### config.mk
export PLATFORM = sky130hd
export DESIGN_NAME = ppu_pixel_sink_flat
export DESIGN_NICKNAME = d
export VERILOG_FILES = /design/src/rtl/ppu_pixel_sink_if.sv /design/src/rtl/ppu_pixel_sink.sv /design/src/flat_wrapper.sv
export SDC_FILE = /design/constraint.sdc
export NUM_CORES = 1
export LEC_CHECK = 0
export ABC_AREA = 0
export BUFFER_PORTS_ARGS = -buffer_cell sky130_fd_sc_hd__buf_2
export CAP_MARGIN = 20
export CORE_MARGIN = 2
export CORE_UTILIZATION = 55
export DETAILED_ROUTE_END_ITERATION = 8
export GPL_TIMING_DRIVEN = 0
export PLACE_DENSITY = 0.87
export SLEW_MARGIN = 5
export SYNTH_ARGS = -nofsm -noshare
export SYNTH_HDL_FRONTEND = slang
export SYNTH_SLANG_ARGS = --single-unit
### constraint.sdc
create_clock -name clk -period 3.2 [get_ports clk]
set_clock_uncertainty 0.05 [all_clocks]
set_input_delay 0.64 -clock clk [delete_from_list [all_inputs] [get_ports clk]]
set_output_delay 0.64 -clock clk [all_outputs]
set_load 0.02 [all_outputs]
### src/rtl/ppu_pixel_sink_if.sv
// rtl/ppu_pixel_sink_if.sv - PPU pixel stream in, framebuffer write port out, display status
interface ppu_pixel_sink_if;
  logic [1:0]  PX_IN;
  logic        PX_valid;
  logic [1:0]  PPU_MODE;
  logic [7:0]  LY;
  logic [7:0]  BGP;
  logic        LCD_EN;
  logic        FB_WE;
  logic [14:0] FB_ADDR;
  logic [1:0]  FB_DATA;
  logic        FB_READY;
  logic        LINE_DONE;
  logic        FRAME_DONE;
  logic        OVERFLOW;

  modport master (
    output PX_IN, PX_valid, PPU_MODE, LY, BGP, LCD_EN, FB_READY,
    input  FB_WE, FB_ADDR, FB_DATA, LINE_DONE, FRAME_DONE, OVERFLOW
  );

  modport slave (
    input  PX_IN, PX_valid, PPU_MODE, LY, BGP, LCD_EN, FB_READY,
    output FB_WE, FB_ADDR, FB_DATA, LINE_DONE, FRAME_DONE, OVERFLOW
  );
endinterface

### src/rtl/ppu_pixel_sink.sv
// rtl/ppu_pixel_sink.sv - palette-maps PPU pixels, queues them for the framebuffer, flags line/frame end
module ppu_pixel_sink #(
  parameter int LCD_W      = 160,
  parameter int LCD_H      = 144,
  parameter int FIFO_DEPTH = 8
) (
  input logic            clk,
  input logic            rst,
  ppu_pixel_sink_if.slave bus
);
  localparam int AW = $clog2(FIFO_DEPTH);
  localparam logic [7:0]  W8   = 8'(LCD_W);
  localparam logic [7:0]  H8   = 8'(LCD_H);
  localparam logic [AW:0] FULL = (AW+1)'(FIFO_DEPTH);

  logic [1:0]    prev_mode;
  logic [7:0]    x, y;
  logic          line_pending, line_done, frame_done, overflow;
  logic [16:0]   mem [FIFO_DEPTH];
  logic [AW-1:0] rd_ptr, wr_ptr;
  logic [AW:0]   count;

  logic          draw_entry, line_end, frame_entry;
  logic [7:0]    x_eff, y_eff, x_next;
  logic          fb_we, pop, in_window, x_room, push, drop, full;
  logic [AW:0]   count_next;
  logic          line_pending_next, line_done_next;
  logic [14:0]   addr;
  logic [1:0]    shade;

  always_comb begin
    draw_entry  = (bus.PPU_MODE == 2'd3) && (prev_mode != 2'd3);
    line_end    = (bus.PPU_MODE == 2'd0) && (prev_mode == 2'd3);
    frame_entry = (bus.PPU_MODE == 2'd1) && (prev_mode != 2'd1);

    // A pixel arriving on the DRAW entry cycle already belongs to the new line.
    x_eff = draw_entry ? 8'd0 : x;
    y_eff = draw_entry ? bus.LY : y;

    fb_we     = (count != '0);
    full      = (count == FULL);
    pop       = fb_we && bus.FB_READY;
    in_window = bus.PX_valid && (bus.PPU_MODE == 2'd3) && bus.LCD_EN && (y_eff < H8);
    x_room    = (x_eff < W8);
    push      = in_window && x_room && (!full || pop);
    drop      = in_window && (!x_room || (full && !pop));

    if (!bus.LCD_EN)
      x_next = 8'd0;
    else if (in_window && x_room)
      x_next = x_eff + 8'd1;
    else
      x_next = x_eff;

    if (!bus.LCD_EN)
      count_next = '0;
    else if (push && !pop)
      count_next = count + 1'b1;
    else if (pop && !push)
      count_next = count - 1'b1;
    else
      count_next = count;

    // LINE_DONE is high in the first cycle where a line is pending and the queue is empty.
    if (!bus.LCD_EN)
      line_pending_next = 1'b0;
    else if (line_end)
      line_pending_next = 1'b1;
    else if (line_done)
      line_pending_next = 1'b0;
    else
      line_pending_next = line_pending;
    line_done_next = bus.LCD_EN && line_pending_next && (count_next == '0);

    addr  = {y_eff, 7'b0} + {2'b0, y_eff, 5'b0} + {7'b0, x_eff};
    shade = bus.BGP[{bus.PX_IN, 1'b0} +: 2];
  end

  always_ff @(posedge clk or posedge rst) begin
    if (rst) begin
      prev_mode    <= 2'd0;
      x            <= 8'd0;
      y            <= 8'd0;
      line_pending <= 1'b0;
      line_done    <= 1'b0;
      frame_done   <= 1'b0;
      overflow     <= 1'b0;
      rd_ptr       <= '0;
      wr_ptr       <= '0;
      count        <= '0;
    end else begin
      prev_mode    <= bus.PPU_MODE;
      x            <= x_next;
      y            <= !bus.LCD_EN ? 8'd0 : (draw_entry ? bus.LY : y);
      line_pending <= line_pending_next;
      line_done    <= line_done_next;
      frame_done   <= bus.LCD_EN && frame_entry;
      overflow     <= bus.LCD_EN && (overflow || drop);
      count        <= count_next;
      if (!bus.LCD_EN) begin
        rd_ptr <= '0;
        wr_ptr <= '0;
      end else begin
        if (push) wr_ptr <= wr_ptr + 1'b1;
        if (pop)  rd_ptr <= rd_ptr + 1'b1;
      end
    end
  end

  always_ff @(posedge clk) begin
    if (push) mem[wr_ptr] <= {addr, shade};
  end

  // Head fields are gated so an empty queue presents zeros rather than stale storage.
  assign bus.FB_WE      = fb_we;
  assign bus.FB_ADDR    = fb_we ? mem[rd_ptr][16:2] : 15'd0;
  assign bus.FB_DATA    = fb_we ? mem[rd_ptr][1:0] : 2'd0;
  assign bus.LINE_DONE  = line_done;
  assign bus.FRAME_DONE = frame_done;
  assign bus.OVERFLOW   = overflow;
endmodule
### src/flat_wrapper.sv
// flat-port wrapper written by rule: the top's interface ports become plain ports
module ppu_pixel_sink_flat 
#(
  parameter int LCD_W      = 160,
  parameter int LCD_H      = 144,
  parameter int FIFO_DEPTH = 8
)
  (clk, rst, bus_PX_IN, bus_PX_valid, bus_PPU_MODE, bus_LY, bus_BGP, bus_LCD_EN, bus_FB_READY, bus_FB_WE, bus_FB_ADDR, bus_FB_DATA, bus_LINE_DONE, bus_FRAME_DONE, bus_OVERFLOW);
  ppu_pixel_sink_if bus_i ();
  input logic clk;
  input logic rst;
  input wire logic [$bits(bus_i.PX_IN)-1:0] bus_PX_IN;
  input wire logic [$bits(bus_i.PX_valid)-1:0] bus_PX_valid;
  input wire logic [$bits(bus_i.PPU_MODE)-1:0] bus_PPU_MODE;
  input wire logic [$bits(bus_i.LY)-1:0] bus_LY;
  input wire logic [$bits(bus_i.BGP)-1:0] bus_BGP;
  input wire logic [$bits(bus_i.LCD_EN)-1:0] bus_LCD_EN;
  input wire logic [$bits(bus_i.FB_READY)-1:0] bus_FB_READY;
  output wire logic [$bits(bus_i.FB_WE)-1:0] bus_FB_WE;
  output wire logic [$bits(bus_i.FB_ADDR)-1:0] bus_FB_ADDR;
  output wire logic [$bits(bus_i.FB_DATA)-1:0] bus_FB_DATA;
  output wire logic [$bits(bus_i.LINE_DONE)-1:0] bus_LINE_DONE;
  output wire logic [$bits(bus_i.FRAME_DONE)-1:0] bus_FRAME_DONE;
  output wire logic [$bits(bus_i.OVERFLOW)-1:0] bus_OVERFLOW;
  assign bus_i.PX_IN = bus_PX_IN;
  assign bus_i.PX_valid = bus_PX_valid;
  assign bus_i.PPU_MODE = bus_PPU_MODE;
  assign bus_i.LY = bus_LY;
  assign bus_i.BGP = bus_BGP;
  assign bus_i.LCD_EN = bus_LCD_EN;
  assign bus_i.FB_READY = bus_FB_READY;
  assign bus_FB_WE = bus_i.FB_WE;
  assign bus_FB_ADDR = bus_i.FB_ADDR;
  assign bus_FB_DATA = bus_i.FB_DATA;
  assign bus_LINE_DONE = bus_i.LINE_DONE;
  assign bus_FRAME_DONE = bus_i.FRAME_DONE;
  assign bus_OVERFLOW = bus_i.OVERFLOW;
  ppu_pixel_sink #(.LCD_W(LCD_W), .LCD_H(LCD_H), .FIFO_DEPTH(FIFO_DEPTH)) u_core (.clk(clk), .rst(rst), .bus(bus_i));
endmodule
# Word level (Yosys, flattened, before mapping)
# Memories as Yosys holds them, arrays and structs flattened.
# Cells that the tools add are included.
# word_totals
ramBits,136
reg_bits,32
n_memories,1
out_inout_bits,21
# mem_list
memory,words,width,rd,rd_clocked_by_memory_dff,wr,line,text
u_core.mem,8,17,1,0,1,ppu_pixel_sink.sv:19,logic [16:0] mem [FIFO_DEPTH];
# op_classes
n_reduce_logical,27
order_cmp,2
n_shift,1
add_sub_neg,7
n_eq_ne,8
mux,19
# ops
op,count
2-to-1 mux 8 bit,5
logical AND 1 bit,17
< comparator 8 bit (second input constant),2
adder 15 x 13 -> 15 bit,1
adder 15 x 8 -> 15 bit,1
2-to-1 mux 15 bit,1
2-to-1 mux 3 bit,4
2-to-1 mux 4 bit,3
adder 8 x 1 -> 8 bit (second input constant),1
indexed part select 8 x 4 -> 2 bit,1
adder 3 x 1 -> 3 bit (second input constant),2
!= test 2 x 1 -> 1 bit (second input constant),3
2-to-1 mux 1 bit,5
adder 4 x 1 -> 4 bit (second input constant),1
equality test 2 bit (second input constant),2
equality test 4 bit (second input constant),1
logical NOT 1 bit,4
logical NOT 4 bit,1
nonzero test 4 bit,1
subtractor 4 x 1 -> 4 bit (second input constant),1
logical OR 1 bit,3
equality test 2 x 1 -> 1 bit (second input constant),1
logical NOT 2 bit,1
2-to-1 mux 2 bit,1
!= test 2 bit (second input constant),1

# Depth between registers and ports, before layout
# Gate-level depths: netlist (run 1).
# logic_depth
ltp_word,14
ltp_mapped,16
mapped_depth_nobuf,15

# Worst setup path before layout (run 1)
# Ideal clock, no wire load.
# synth_path
path_type,input port to flip-flop
start,input bus_PPU_MODE[0]
end,"memory u_core.mem[0][16], data pin"
setup_slack_ps,-427
n_path_buf,0
t_arrival_ps,3346
path_stages,15
setup_time_ps,231
cell_sequence,nand2_1 nor2_1 mux2i_1 inv_1 ha_1 ha_1 inv_1 fa_1 nor2b_1 o21ai_0 nand2b_1 a211oi_1 o21bai_1 maj3_1 xnor2_1
# synth_via
elab_chain_cells,5
# synth_rtl
element,line,text
start: declaration,flat_wrapper.sv:14,input wire logic [$bits(bus_i.PPU_MODE)-1:0] bus_PPU_MODE;
equality test 2 bit (*),ppu_pixel_sink.sv:32,draw_entry = (bus.PPU_MODE == 2'd3) && (prev_mode != 2'd3);
logical AND 1 bit (*),ppu_pixel_sink.sv:32,
2-to-1 mux 8 bit,n/a,
adder 15 x 13 -> 15 bit,ppu_pixel_sink.sv:75,"addr = {y_eff, 7'b0} + {2'b0, y_eff, 5'b0} + {7'b0, x_eff};"
adder 15 x 8 -> 15 bit (*),ppu_pixel_sink.sv:75,
via u_core.addr[14],ppu_pixel_sink.sv:28,logic [14:0] addr;
end: declaration,ppu_pixel_sink.sv:19,
# Mark *: on every way through the listed nets, which the timed path passes. The rest lies on a longest branch.

# Worst setup path in the final report (run 1)
# layout_path
start,register u_core.prev_mode[1]
end,"memory u_core.mem[4][16], data pin"
# layout_via
elab_chain_cells,5
# layout_rtl
element,line,text
start: declaration,ppu_pixel_sink.sv:16,logic [1:0] prev_mode;
start signal: assignment,ppu_pixel_sink.sv:92,prev_mode <= bus.PPU_MODE;
!= test 2 bit (*),ppu_pixel_sink.sv:32,
logical AND 1 bit (*),ppu_pixel_sink.sv:32,
2-to-1 mux 8 bit,n/a,
adder 15 x 13 -> 15 bit,ppu_pixel_sink.sv:75,
adder 15 x 8 -> 15 bit (*),ppu_pixel_sink.sv:75,
via u_core.addr[14],ppu_pixel_sink.sv:28,
# Marks and branches as above.

==> out/results.tsv, run 1 <==
stage	metric	value	unit
synthesis	syn_area_per_cell	16.3	um2
global_route	grt_pass1_vias	4520	
setup_path	r2r.worst_path.cells	16	
setup_path	rr_endpoint	u_core.mem[4][16]$_DFFE_PP_	
synthesis	synth_ff_type	sky130_fd_sc_hd__edfxtp_1	
sta	post-route-period-util	103	%
die	fp-row-count	42	
detailed_routing	via_count	4215	
global_route	grt_first_pass_wirelength	25100	um
die	die-height	119	um
pwr	power_frac_comb	24.1	%
final_layout	layout.cells.most_common	sky130_fd_sc_hd__edfxtp_1	
detailed_routing	initialDrtViolationCount	420	
clocking	cts_hold_repair.buffers	0	
pwr	total_power_per_unit_cell_area	651	nW/um2
synthesis	synth_warnings	0	
sta	min_period	3290	ps
detailed_routing	antenna_left	0	
worst_hold_path	hold_path_class	primary input to async pin	
sta	max_slew.worst_pin.slew	714	ps
die	initial_utilization	55.8	%
place	gp_congestion	0.774	
synthesis	ys_seq_area_share	66.6	%
sta	setup_violating_endpoint_count_in_the_final_report	24	
outcome	outcome	complete, but fails checks	
final_layout	final_nets	588	
sta	finalHoldViolCount	0	
pwr	worst_ir_drop_vdd	0.000327	V
setup_path	timing.rr.start	u_core.prev_mode[1]$_DFF_PP0_	
sta	fmax	304	MHz
synthesis	synth.net_count	495	
synthesis	synth-async-reset-ratio	19.0	%
synthesis	synth-edff-count	136	
clocking	worst_skew_pair_later_pin_latency	430	ps
setup_path	classification_of_the_worst_setup_path	flip-flop to flip-flop	
final_layout	most-common-layout-cells	sky130_fd_sc_hd__edfxtp_1, sky130_fd_sc_hd__buf_2, sky130_fd_sc_hd__mux4_2	
global_route	grt_antenna_before_repair	0	
synthesis	synth_top_family_by_area	multiplexers	
sta	unrepaired_setup_endpoints_after_global_routing	yes	
setup_path	critical_path_required	3370	ps
detailed_routing	remaining_drc_errors	0	
sta	fin_worst_hold_slack	267	ps
pwr	p_leak	0.00325	uW
clocking	cts_tree	built	
clocking	cts-htree-levels	4	
die	floorplan.core_area	13100	um2
synthesis	post_synth_inst_count	450	
setup_path	startpoint	u_core.prev_mode[1]$_DFF_PP0_	
setup_path	worstSetupStartpointType	flip-flop	
sta	slew_violations	0	
final_layout	layout-drive-gt1-share	35.3	%
setup_path	crit_arrival	3460	ps
place	numPortBuffers	45	
pwr	intPower	4130	uW
global_route	grt_usage	24.3	%
setup_path	critPathMaxFanout	8	
synthesis	yosys.area_share.xor_xnor	2.15	%
place	post-place-cells	680	
final_layout	area_delta_synth_final	21.5	%
setup_path	r2r_setup_slack	-90	ps
sta	post-route-worst-setup-slack	-87.4	ps
detailed_routing	drt_wl_total	16100	um
pwr	share_seq_of_total_power	42.5	%
synthesis	synth_compound_area_share	3.33	%
detailed_routing	count_of_tritonroute_iterations_in_the_first_routing_pass	5	
synthesis	syn-cell-area	7330	um2
setup_path	critical_path.endpoint	u_core.mem[4][16]$_DFFE_PP_	
setup_path	crit_path_end_kind	flip-flop	
synthesis	synth_fa_ha_area_share	3.75	%
job	maxCapViolCount	0	
synthesis	post_synth_and_or_nand_nor_area_fraction	7.78	%
pwr	switching_fraction_of_total_power	28.8	%
clocking	cts_made_buffers	17	
die	dieWidth	119	um
clocking	clock_path_buffers	2	
global_route	grt_start_max_net_pins	19	
place	dp_hpwl	9770	um
detailed_routing	routedWlPerCell	22.0	um
final_layout	n_antenna_cell	0	
synthesis	synthMuxAreaShare	14.6	%
pwr	power.share.clock	33.4	%
clocking	clkTransAtPathRegs	60	ps
die	ios	46	
sta	timing.slew.headroom	52.0	%
final_layout	post_layout_nonfiller_instances	731	
outcome	failed_checks	setup timing	
detailed_routing	ratio_of_routed_vias_to_standard_cells	5.77	
global_route	grt-ovfl-total	0	
clocking	clock_sinks	168	
clocking	cts_root_buf	sky130_fd_sc_hd__clkbuf_16	
pwr	switching_power_total	1670	uW
synthesis	ys_seq_elements	168	
synthesis	yosys.cell_types.count	42	
die	die_area	14300	um2
kinds of logic after synthesis:
| logic type | count (synthesis) |
|---|---|
| AO/OA/AOI/OAI | 34 |
| adder cells (fa/ha/maj) | 21 |
| flip-flops | 168 |
| AND/OR/NAND/NOR | 113 |
| multiplexers | 62 |
| buffers and inverters | 34 |
| XOR/XNOR | 18 |
cells in the mapped netlist (2+ instances only):
library cell,number,area [um2]
sky130_fd_sc_hd__a21boi_0,3,22.5
sky130_fd_sc_hd__a21boi_1,3,22.5
sky130_fd_sc_hd__a21o_1,2,15.0
sky130_fd_sc_hd__a21oi_1,5,25.0
sky130_fd_sc_hd__and2_1,16,100
sky130_fd_sc_hd__buf_1,2,7.51
sky130_fd_sc_hd__buf_2,3,15.0
sky130_fd_sc_hd__clkbuf_1,10,37.5
sky130_fd_sc_hd__dfrtp_1,32,801
sky130_fd_sc_hd__edfxtp_1,136,4080
sky130_fd_sc_hd__fa_1,2,40.0
sky130_fd_sc_hd__ha_1,18,225
sky130_fd_sc_hd__inv_1,18,67.6
sky130_fd_sc_hd__mux2i_1,26,260
sky130_fd_sc_hd__mux4_2,36,811
sky130_fd_sc_hd__nand2_1,30,113
sky130_fd_sc_hd__nand2b_1,7,43.8
sky130_fd_sc_hd__nand3_1,4,20.0
sky130_fd_sc_hd__nor2_1,30,113
sky130_fd_sc_hd__nor2b_1,13,81.3
sky130_fd_sc_hd__nor3_1,4,20.0
sky130_fd_sc_hd__nor4_2,3,37.5
sky130_fd_sc_hd__o21a_1,2,15.0
sky130_fd_sc_hd__o21ai_0,6,30.0
sky130_fd_sc_hd__o21bai_1,2,15.0
sky130_fd_sc_hd__o221ai_1,2,17.5
sky130_fd_sc_hd__o31a_1,3,26.3
sky130_fd_sc_hd__or3_1,2,12.5
sky130_fd_sc_hd__xnor2_1,14,123
sky130_fd_sc_hd__xor2_1,4,35.0
power by group through the flow:
stage               combinational (uW)  sequential, uW  clock [uW]
finish                            1400            2470        1940
detailed placement                1330            2510           0
global placement                  1280            2500           0
global route                      1510            2470        2020
floorplan                          944            2500           0
CTS                               1390            2460        1940
worst max-delay path: stages, from the launching register on:
cell                       delay [ps]
sky130_fd_sc_hd__dfrtp_1          400
sky130_fd_sc_hd__and2_4           190
sky130_fd_sc_hd__nor2_4           120
sky130_fd_sc_hd__buf_4            150
sky130_fd_sc_hd__nand2_1           90
sky130_fd_sc_hd__nand2_4          110
sky130_fd_sc_hd__ha_4             200
sky130_fd_sc_hd__ha_2             190
sky130_fd_sc_hd__inv_2             50
sky130_fd_sc_hd__fa_2             180
sky130_fd_sc_hd__nor2b_1           50
sky130_fd_sc_hd__o21ai_1          170
sky130_fd_sc_hd__nand2b_1         150
sky130_fd_sc_hd__a211oi_2         200
sky130_fd_sc_hd__o21bai_1          90
sky130_fd_sc_hd__maj3_2           370
sky130_fd_sc_hd__xnor2_4          320
metrics by stage:
stage                     setup TNS (ps)  total power (uW)  instance area (um2)  setup slack, ps  utilization [%]
after CTS                           -480              5790                 8810            -58.9             67.0
after detailed placement          -19280              3840                 8030             -578             61.1
after global placement            -84670              3790                 7870             -595             59.9
final                              -1290              5800                 8910            -87.4             67.8
after global routing               -4680              6010                 8910             -215             67.8
after floorplan                        0              3440                 7420             16.7                -
layout make-up:
cell class,count,area (um2)
buffer,13,77.6
clock buffer,21,440
clock inverter,10,105
fill,860,4230
inverter,19,71.3
multi-input combinational,248,2580
sequential,168,4880
tap,176,220
timing repair buffer,76,533
routing by layer:
| metal | routed length, um | vias up | GRT usage [%] | part of all wire (%) |
|---|---|---|---|---|
| met4 | 480 | 0 | 11.6 | 3.0 |
| met3 | 1150 | 40 | 5.70 | 7.1 |
| met1 | 6190 | 2098 | 30.0 | 38 |
| met5 | 0 | - | 0 | 0 |
| met2 | 8270 | 194 | 40.6 | 51 |
| li1 | - | 1883 | - | - |
flip-flops by register name, indices dropped and copies added (netlist names):
name and count:
u_core.line_pending 1, u_core.mem 136, u_core.count 4, u_core.wr_ptr 3
u_core.x 8, u_core.rd_ptr 3, u_core.bus.LINE_DONE 1, u_core.prev_mode 2
u_core.bus.FRAME_DONE 1, u_core.y 8, u_core.bus.OVERFLOW 1
worst min-delay path by stage:
stage	to	slack [ps]	start
floorplan	u_core.x[7]$_DFF_PP0_	470	u_core.x[6]$_DFF_PP0_
global placement	u_core.bus.OVERFLOW$_DFF_PP0_	430	u_core.bus.OVERFLOW$_DFF_PP0_
detailed placement	u_core.bus.OVERFLOW$_DFF_PP0_	430	u_core.bus.OVERFLOW$_DFF_PP0_
CTS	u_core.y[4]$_DFF_PP0_	280	rst
global route	u_core.y[7]$_DFF_PP0_	320	rst
finish	u_core.y[4]$_DFF_PP0_	270	rst
timing repair:
item	CTS	global route
setup buffers	14	8
endpoints found under the setup margin	57	51
resized for setup	29	16
pin swaps	18	12
(Power assumes the default switching activity.)
==> inputs of run 2 (changes only) <==
--- a/config.mk
+++ b/config.mk
@@ -6,8 +6,7 @@
 export NUM_CORES = 1
 export LEC_CHECK = 0
 export ABC_AREA = 0
-export BUFFER_PORTS_ARGS = -buffer_cell sky130_fd_sc_hd__buf_2
-export CAP_MARGIN = 20
+export BUFFER_PORTS_ARGS = -buffer_cell sky130_fd_sc_hd__buf_4
 export CORE_MARGIN = 2
 export CORE_UTILIZATION = 55
 export DETAILED_ROUTE_END_ITERATION = 8
==> out/results.tsv, run 2 (synthesized netlist as in run 1, its figures left out) <==
stage	metric	value	unit	change
outcome	outcome	complete, but fails checks		
outcome	failed_checks	setup timing		
sta	setup_violating_endpoint_count_in_the_final_report	32		+33%
setup_path	classification_of_the_worst_setup_path	flip-flop to flip-flop		
detailed_routing	count_of_tritonroute_iterations_in_the_first_routing_pass	5		unchanged
sta	timing.slew.headroom	24.7	%	-27 points
place	numPortBuffers	45		unchanged
setup_path	worstSetupStartpointType	flip-flop		
final_layout	layout-drive-gt1-share	34.8	%	-0.52 points
sta	max_slew.worst_pin.slew	1120	ps	+408 ps
final_layout	layout.cells.most_common	sky130_fd_sc_hd__edfxtp_1		
global_route	grt_start_max_net_pins	33		+14
final_layout	n_antenna_cell	0		unchanged
pwr	total_power_per_unit_cell_area	674	nW/um2	+3.5%
job	maxCapViolCount	0		unchanged
global_route	grt_antenna_before_repair	0		unchanged
sta	min_period	3320	ps	+29.5 ps
sta	slew_violations	0		unchanged
final_layout	register_area	4880	um2	unchanged
die	fp-row-count	42		unchanged
detailed_routing	via_count	4219		+0.095%
clocking	clkTransAtPathRegs	60	ps	about the same
detailed_routing	antenna_left	0		unchanged
final_layout	most-common-layout-cells	sky130_fd_sc_hd__edfxtp_1, sky130_fd_sc_hd__buf_4, sky130_fd_sc_hd__mux4_2		
sta	finalHoldViolCount	0		unchanged
worst_hold_path	hold_path_class	primary input to async pin		
clocking	clock_sinks	168		unchanged
place	dp_hpwl	10000	um	+2.8%
die	floorplan.core_area	13100	um2	unchanged
final_layout	fin_util	68.7	%	+0.93 points
setup_path	crit_path_end_kind	flip-flop		
sta	post-route-period-util	104	%	+0.92 points
final_layout	biggestRegsByFlops	u_core.mem: 136 flops, u_core.x: 8 flops, u_core.y: 8 flops		
final_layout	area_delta_synth_final	23.1	%	
detailed_routing	remaining_drc_errors	0		unchanged
final_layout	largest_register	u_core.mem		
final_layout	multi_input_comb_area	2580	um2	about the same
place	gp_congestion	0.786		+1.5%
setup_path	critPathMaxFanout	8		unchanged
die	ios	46		unchanged
setup_path	critical_path_required	3300	ps	-70 ps
final_layout	largest_register_ffs	136		unchanged
pwr	worst_ir_drop_vdd	0.000366	V	+12%
global_route	grt_pass1_vias	4555		+0.77%
detailed_routing	initialDrtViolationCount	355		-15%
global_route	grt_first_pass_wirelength	25200	um	+0.30%
place	detailedPlace.worstSlack	-610	ps	-32.7 ps
global_route	grt-ovfl-total	0		unchanged
final_layout	fin_area	9030	um2	+1.4%
detailed_routing	ratio_of_routed_vias_to_standard_cells	5.82		+0.92%
die	die-height	119	um	unchanged
sta	fmax	301	MHz	-0.89%
die	die_area	14300	um2	unchanged
detailed_routing	routedWlPerCell	22.7	um	+3.3%
detailed_routing	drt_wl_total	16500	um	+2.5%
final_layout	final_nets	581		-1.2%
clocking	cts_root_buf	sky130_fd_sc_hd__clkbuf_16		
clocking	cts-htree-levels	4		unchanged
sta	unrepaired_setup_endpoints_after_global_routing	yes		
clocking	worst_skew_pair_later_pin_latency	430	ps	about the same
place	cell_area_placed	8130	um2	+1.2%
global_route	grt_usage	24.2	%	-0.074 points
clocking	cts_made_buffers	17		unchanged
clocking	cts_tree	built		
final_layout	final.fill_count	852		-0.93%
clocking	clock_path_buffers	2		unchanged
die	dieWidth	119	um	unchanged
sta	post-route-worst-setup-slack	-117	ps	-29.5 ps
setup_path	crit_arrival	3410	ps	-50 ps
pwr	p_leak	0.00328	uW	+0.96%
die	initial_utilization	55.8	%	unchanged
[run 2: routing by layer]
layer	global-route usage, %	vias up	wire (um)
li1	-	1880	-
met1	31.5	2145	6500
met2	40.3	159	8550
met3	5.32	35	961
met4	9.04	0	469
met5	0	-	0
[run 2: path summary, 6_finish.rpt]
kind | from | end | slack [ps] | cells after the start
max | u_core.prev_mode[1]$_DFF_PP0_ | u_core.mem[3][16]$_DFFE_PP_ | -120 | 12
min | rst | u_core.line_pending$_DFF_PP0_ | 310 | 2
max reg2reg | u_core.prev_mode[1]$_DFF_PP0_ | u_core.mem[3][16]$_DFFE_PP_ | -120 | 12
min reg2reg | u_core.bus.OVERFLOW$_DFF_PP0_ | u_core.bus.OVERFLOW$_DFF_PP0_ | 480 | 1
max in group asynchronous | rst | u_core.rd_ptr[2]$_DFFE_PP0P_ | 2280 | 2
min in group clk | bus_PPU_MODE[0] | u_core.prev_mode[0]$_DFF_PP0_ | 350 | 1
[run 2: power by group]
group / leakage (uW) / switching [uW] / internal [uW]
clock network: 0.000302 / 810 / 1300
logic: 0.00132 / 846 / 657
registers: 0.00166 / 46.8 / 2430
[run 2: metrics by stage]
stage	hold WS [ps]	power (uW)	TNS, ps	instances
after floorplan	472	3440	0	450
after global placement	437	3880	-83660	671
after detailed placement	433	3950	-18140	679
after CTS	338	6080	-597	722
after global routing	344	6300	-6690	725
final	312	6090	-1760	725
[run 2: what timing repair did]
item,in CTS,in global routing
setup buffers,13,6
pin swaps,17,15
hold buffers,0,0
setup endpoints to repair,49,61
resized for setup,29,16
[run 2: layout make-up]
cell class                 count  area share [%]
buffer                        13           0.887
clock buffer                  19            4.79
clock inverter                13            1.98
inverter                      19           0.790
multi-input combinational    248            28.5
sequential                   168            54.1
tap                          176            2.44
timing repair buffer          69            6.48
[run 2: worst max-delay path, cell delays in order, from the launching register on]
cell	delay [ps]
sky130_fd_sc_hd__dfrtp_1	400
sky130_fd_sc_hd__and2_4	190
sky130_fd_sc_hd__nor2_4	160
sky130_fd_sc_hd__mux2i_4	300
sky130_fd_sc_hd__fa_1	510
sky130_fd_sc_hd__fa_2	420
sky130_fd_sc_hd__nor2b_2	110
sky130_fd_sc_hd__o21ai_1	80
sky130_fd_sc_hd__nand2b_1	120
sky130_fd_sc_hd__a211oi_2	80
sky130_fd_sc_hd__o21bai_1	190
sky130_fd_sc_hd__maj3_2	290
sky130_fd_sc_hd__xnor2_4	140
==> inputs of run 3 (changes only) <==
--- a/config.mk
+++ b/config.mk
@@ -5,7 +5,7 @@
 export SDC_FILE = /design/constraint.sdc
 export NUM_CORES = 1
 export LEC_CHECK = 0
-export ABC_AREA = 0
+export ABC_AREA = 1
 export BUFFER_PORTS_ARGS = -buffer_cell sky130_fd_sc_hd__buf_4
 export CORE_MARGIN = 2
 export CORE_UTILIZATION = 55
==> out/results.tsv, run 3 <==
stage	metric	value	unit	change
global_route	grt_first_pass_wirelength	30400	um	+21%
sta	unrepaired_setup_endpoints_after_global_routing	yes		
setup_path	crit_path_end_kind	flip-flop		
clocking	cts_hold_repair.buffers	0		unchanged
detailed_routing	top_metal_layer_carrying_routed_signals	met4		
clocking	cts_made_buffers	17		unchanged
pwr	p_leak	0.00364	uW	+11%
final_layout	layout.cells.most_common	sky130_fd_sc_hd__nor2_1		
synthesis	synthTopCellsByArea	sky130_fd_sc_hd__edfxtp_1, sky130_fd_sc_hd__dfrtp_1, sky130_fd_sc_hd__nor2_1		
detailed_routing	via_count	5759		+37%
clocking	cts-htree-levels	4		unchanged
setup_path	critical_path_required	3390	ps	+90 ps
clocking	clock_sinks	168		unchanged
final_layout	layout-drive-gt1-share	24.0	%	-11 points
final_layout	largest_register	u_core.mem		
die	floorplan.core_area	13400	um2	+2.0%
setup_path	startpoint	u_core.prev_mode[0]$_DFF_PP0_		
global_route	grt_usage	27.7	%	+3.5 points
setup_path	worstSetupStartpointType	flip-flop		
synthesis	ys_seq_elements	168		unchanged
synthesis	post_synth_and_or_nand_nor_area_fraction	14.7	%	+6.9 points
setup_path	critPathMaxFanout	8		unchanged
final_layout	largest_register_ffs	136		unchanged
synthesis	synth-async-reset-ratio	19.0	%	unchanged
sta	setup_violating_endpoint_count_in_the_final_report	0		-100%
die	dieWidth	122	um	+1.8%
synthesis	yosys.cell_types.count	41		-2.4%
place	cell_area_placed	8380	um2	+3.1%
synthesis	synth.net_count	741		+50%
worst_hold_path	hold_path_class	primary input to async pin		
detailed_routing	route.met3.wl	1710	um	+78%
synthesis	synth_top_area_share	53.6	%	-2.0 points
sta	post-route-worst-setup-slack	24.3	ps	+141 ps
sta	min_period	3180	ps	-141 ps
die	die-height	122	um	+1.8%
synthesis	yosys.area_share.xor_xnor	1.61	%	-0.54 points
place	detailedPlace.worstSlack	-535	ps	+75.7 ps
clocking	cts_tree	built		
synthesis	synth.largest_area_cell	sky130_fd_sc_hd__edfxtp_1		
clocking	worst_skew_pair_later_pin_latency	430	ps	about the same
sta	fin_worst_hold_slack	314	ps	+1.45 ps
synthesis	synth_compound_area_share	11.2	%	+7.9 points
synthesis	synth.most_common_cell	sky130_fd_sc_hd__nor2_1		
sta	finalHoldViolCount	0		unchanged
sta	max_slew.worst_pin.slew	1150	ps	+26.5 ps
clocking	clock_path_buffers	2		unchanged
final_layout	area_delta_synth_final	21.3	%	
setup_path	crit_arrival	3370	ps	-40 ps
pwr	total_power_per_unit_cell_area	682	nW/um2	+1.1%
synthesis	synth_ff_type	sky130_fd_sc_hd__edfxtp_1		
synthesis	synth_top_family_by_area	simple AND/OR/NAND/NOR gates		
setup_path	r2r_setup_slack	20	ps	+140 ps
detailed_routing	met2WireLength	9960	um	+16%
final_layout	final_nets	828		+43%
synthesis	synth_warnings	0		unchanged
die	fp-row-count	42		unchanged
detailed_routing	drt_wl_total	19500	um	+18%
global_route	grt_pass1_vias	5804		+27%
synthesis	syn-cell-area	7610	um2	+3.8%
setup_path	crit_buf_inv	3		+3
sta	post-route-period-util	99.2	%	-4.4 points
final_layout	biggestRegsByFlops	u_core.mem: 136 flops, u_core.x: 8 flops, u_core.y: 8 flops		
place	numPortBuffers	45		unchanged
synthesis	syn_area_per_cell	10.9	um2	-33%
sta	slew_violations	0		unchanged
final_layout	most-common-layout-cells	sky130_fd_sc_hd__nor2_1, sky130_fd_sc_hd__edfxtp_1, sky130_fd_sc_hd__o21ai_0		
die	initial_utilization	56.8	%	+1.0 points
global_route	grt_antenna_before_repair	0		unchanged
setup_path	slowest_delay	620	ps	+110 ps
detailed_routing	ratio_of_routed_vias_to_standard_cells	5.93		+1.9%
synthesis	synth_fa_ha_area_share	3.48	%	-0.27 points
synthesis	synth.top_cells.by_count	sky130_fd_sc_hd__nor2_1, sky130_fd_sc_hd__edfxtp_1, sky130_fd_sc_hd__o21ai_0		
die	ios	46		unchanged
synthesis	synthMuxAreaShare	0	%	-15 points
synthesis	post_synth_inst_count	696		+55%
sta	finalSetupTns	0	ps	+1760 ps
detailed_routing	wl_met1	7200	um	+11%
job	maxCapViolCount	0		unchanged
detailed_routing	antenna_left	0		unchanged
detailed_routing	count_of_tritonroute_iterations_in_the_first_routing_pass	7		+2
final_layout	fin_area	9240	um2	+2.3%
sta	timing.slew.headroom	22.9	%	-1.8 points
clocking	cts_root_buf	sky130_fd_sc_hd__clkbuf_16		
setup_path	classification_of_the_worst_setup_path	flip-flop to flip-flop		
detailed_routing	remaining_drc_errors	0		unchanged
outcome	outcome	finished, final reports clean		
global_route	grt_start_max_net_pins	33		unchanged
die	die_area	14800	um2	+3.7%
setup_path	cp_top_family	adder cells		
setup_path	worstPathCellList	nand2_4 -> nand2_8 -> buf_8 -> o21ai_4 -> inv_2 -> fa_2 -> inv_2 -> ha_4 -> a21oi_2 -> nand2_2 -> a21oi_2 -> o21bai_2 -> nand2_1 -> nand2_2 -> a21oi_4 -> xor2_4		
sta	fmax	315	MHz	+4.4%
pwr	finalPower	6300	uW	+3.4%
detailed_routing	routedWlPerCell	20.0	um	-12%
clocking	clkTransAtPathRegs	60	ps	about the same
place	gp_congestion	0.849		+8.0%
place	dp_hpwl	12200	um	+22%
setup_path	slowest_cell_on_the_critical_path	sky130_fd_sc_hd__fa_2		
setup_path	timing.rr.start	u_core.prev_mode[0]$_DFF_PP0_		
final_layout	n_antenna_cell	0		unchanged
global_route	grt-ovfl-total	0		unchanged
pwr	worst_ir_drop_vdd	0.000378	V	+3.2%
synthesis	synth-edff-count	136		unchanged
detailed_routing	initialDrtViolationCount	796		+120%
synthesis	ys_seq_area_share	64.1	%	-2.5 points
run 3: cell types whose count changed in the layout (fill, tap and decap cells not counted), moves of 18 or more:
cell,change
sky130_fd_sc_hd__nor2_1,+115
sky130_fd_sc_hd__o21ai_0,+88
sky130_fd_sc_hd__mux4_2,-36
sky130_fd_sc_hd__inv_1,+33
sky130_fd_sc_hd__mux2i_1,-22
sky130_fd_sc_hd__nand2_1,+20
sky130_fd_sc_hd__o22ai_1,+18
run 3: timing repair:
action                     4_1_cts  5_1_grt
pin swaps                       10       16
setup endpoints to repair       44       61
buffers inserted                 9        7
gates resized for setup         17       47
run 3: layout make-up:
type | instances | area (um2)
Sequential cell | 168 | 4880
Fill cell | 880 | 4170
Multi-Input combinational cell | 436 | 2650
Timing Repair Buffer | 69 | 567
Clock buffer | 20 | 437
Inverter | 62 | 243
Tap cell | 176 | 220
Buffer | 29 | 149
Clock inverter | 11 | 83.8
run 3: power by group:
part	leakage, uW	total [uW]	switching [uW]	internal, uW
combinational	0.00171	1950	1290	660
sequential	0.00168	2500	45.6	2450
clock	0.000250	1850	803	1050
run 3: worst paths after layout:
| kind | cells past startpoint | end |
|---|---|---|
| worst max-delay path | 16 | u_core.mem[0][15]$_DFFE_PP_ |
| worst min-delay path | 2 | u_core.y[6]$_DFF_PP0_ |
| worst max register to register | 16 | u_core.mem[0][15]$_DFFE_PP_ |
| worst min register to register | 1 | u_core.bus.OVERFLOW$_DFF_PP0_ |
| max in group asynchronous | 2 | u_core.bus.OVERFLOW$_DFF_PP0_ |
| min in group clk | 1 | u_core.prev_mode[1]$_DFF_PP0_ |
run 3: kinds of logic after synthesis:
family | Yosys count
flops | 168
compound gates | 154
fa+ha+maj | 20
buf+inv | 92
simple gates | 248
xor+xnor | 14
run 3: through the flow:
stage	utilization (%)	cells
CTS	67.4	966
global placement	61.4	917
detailed placement	62.5	926
floorplan	-	696
global route	68.9	971
finish	68.9	971
run 3: worst register-to-register path: stages (launching register included):
cell	delay (ps)
sky130_fd_sc_hd__dfrtp_1	410
sky130_fd_sc_hd__nand2_4	110
sky130_fd_sc_hd__nand2_8	70
sky130_fd_sc_hd__buf_8	140
sky130_fd_sc_hd__o21ai_4	160
sky130_fd_sc_hd__inv_2	60
sky130_fd_sc_hd__fa_2	620
sky130_fd_sc_hd__inv_2	70
sky130_fd_sc_hd__ha_4	160
sky130_fd_sc_hd__a21oi_2	140
sky130_fd_sc_hd__nand2_2	90
sky130_fd_sc_hd__a21oi_2	160
sky130_fd_sc_hd__o21bai_2	100
sky130_fd_sc_hd__nand2_1	100
sky130_fd_sc_hd__nand2_2	70
sky130_fd_sc_hd__a21oi_4	200
sky130_fd_sc_hd__xor2_4	270
run 3: per-layer routing:
layer / track usage, % / up-vias
li1: - / 2593
met1: 34.5 / 2767
met2: 46.9 / 334
met3: 5.85 / 65
met4: 12.5 / 0
met5: 0 / -
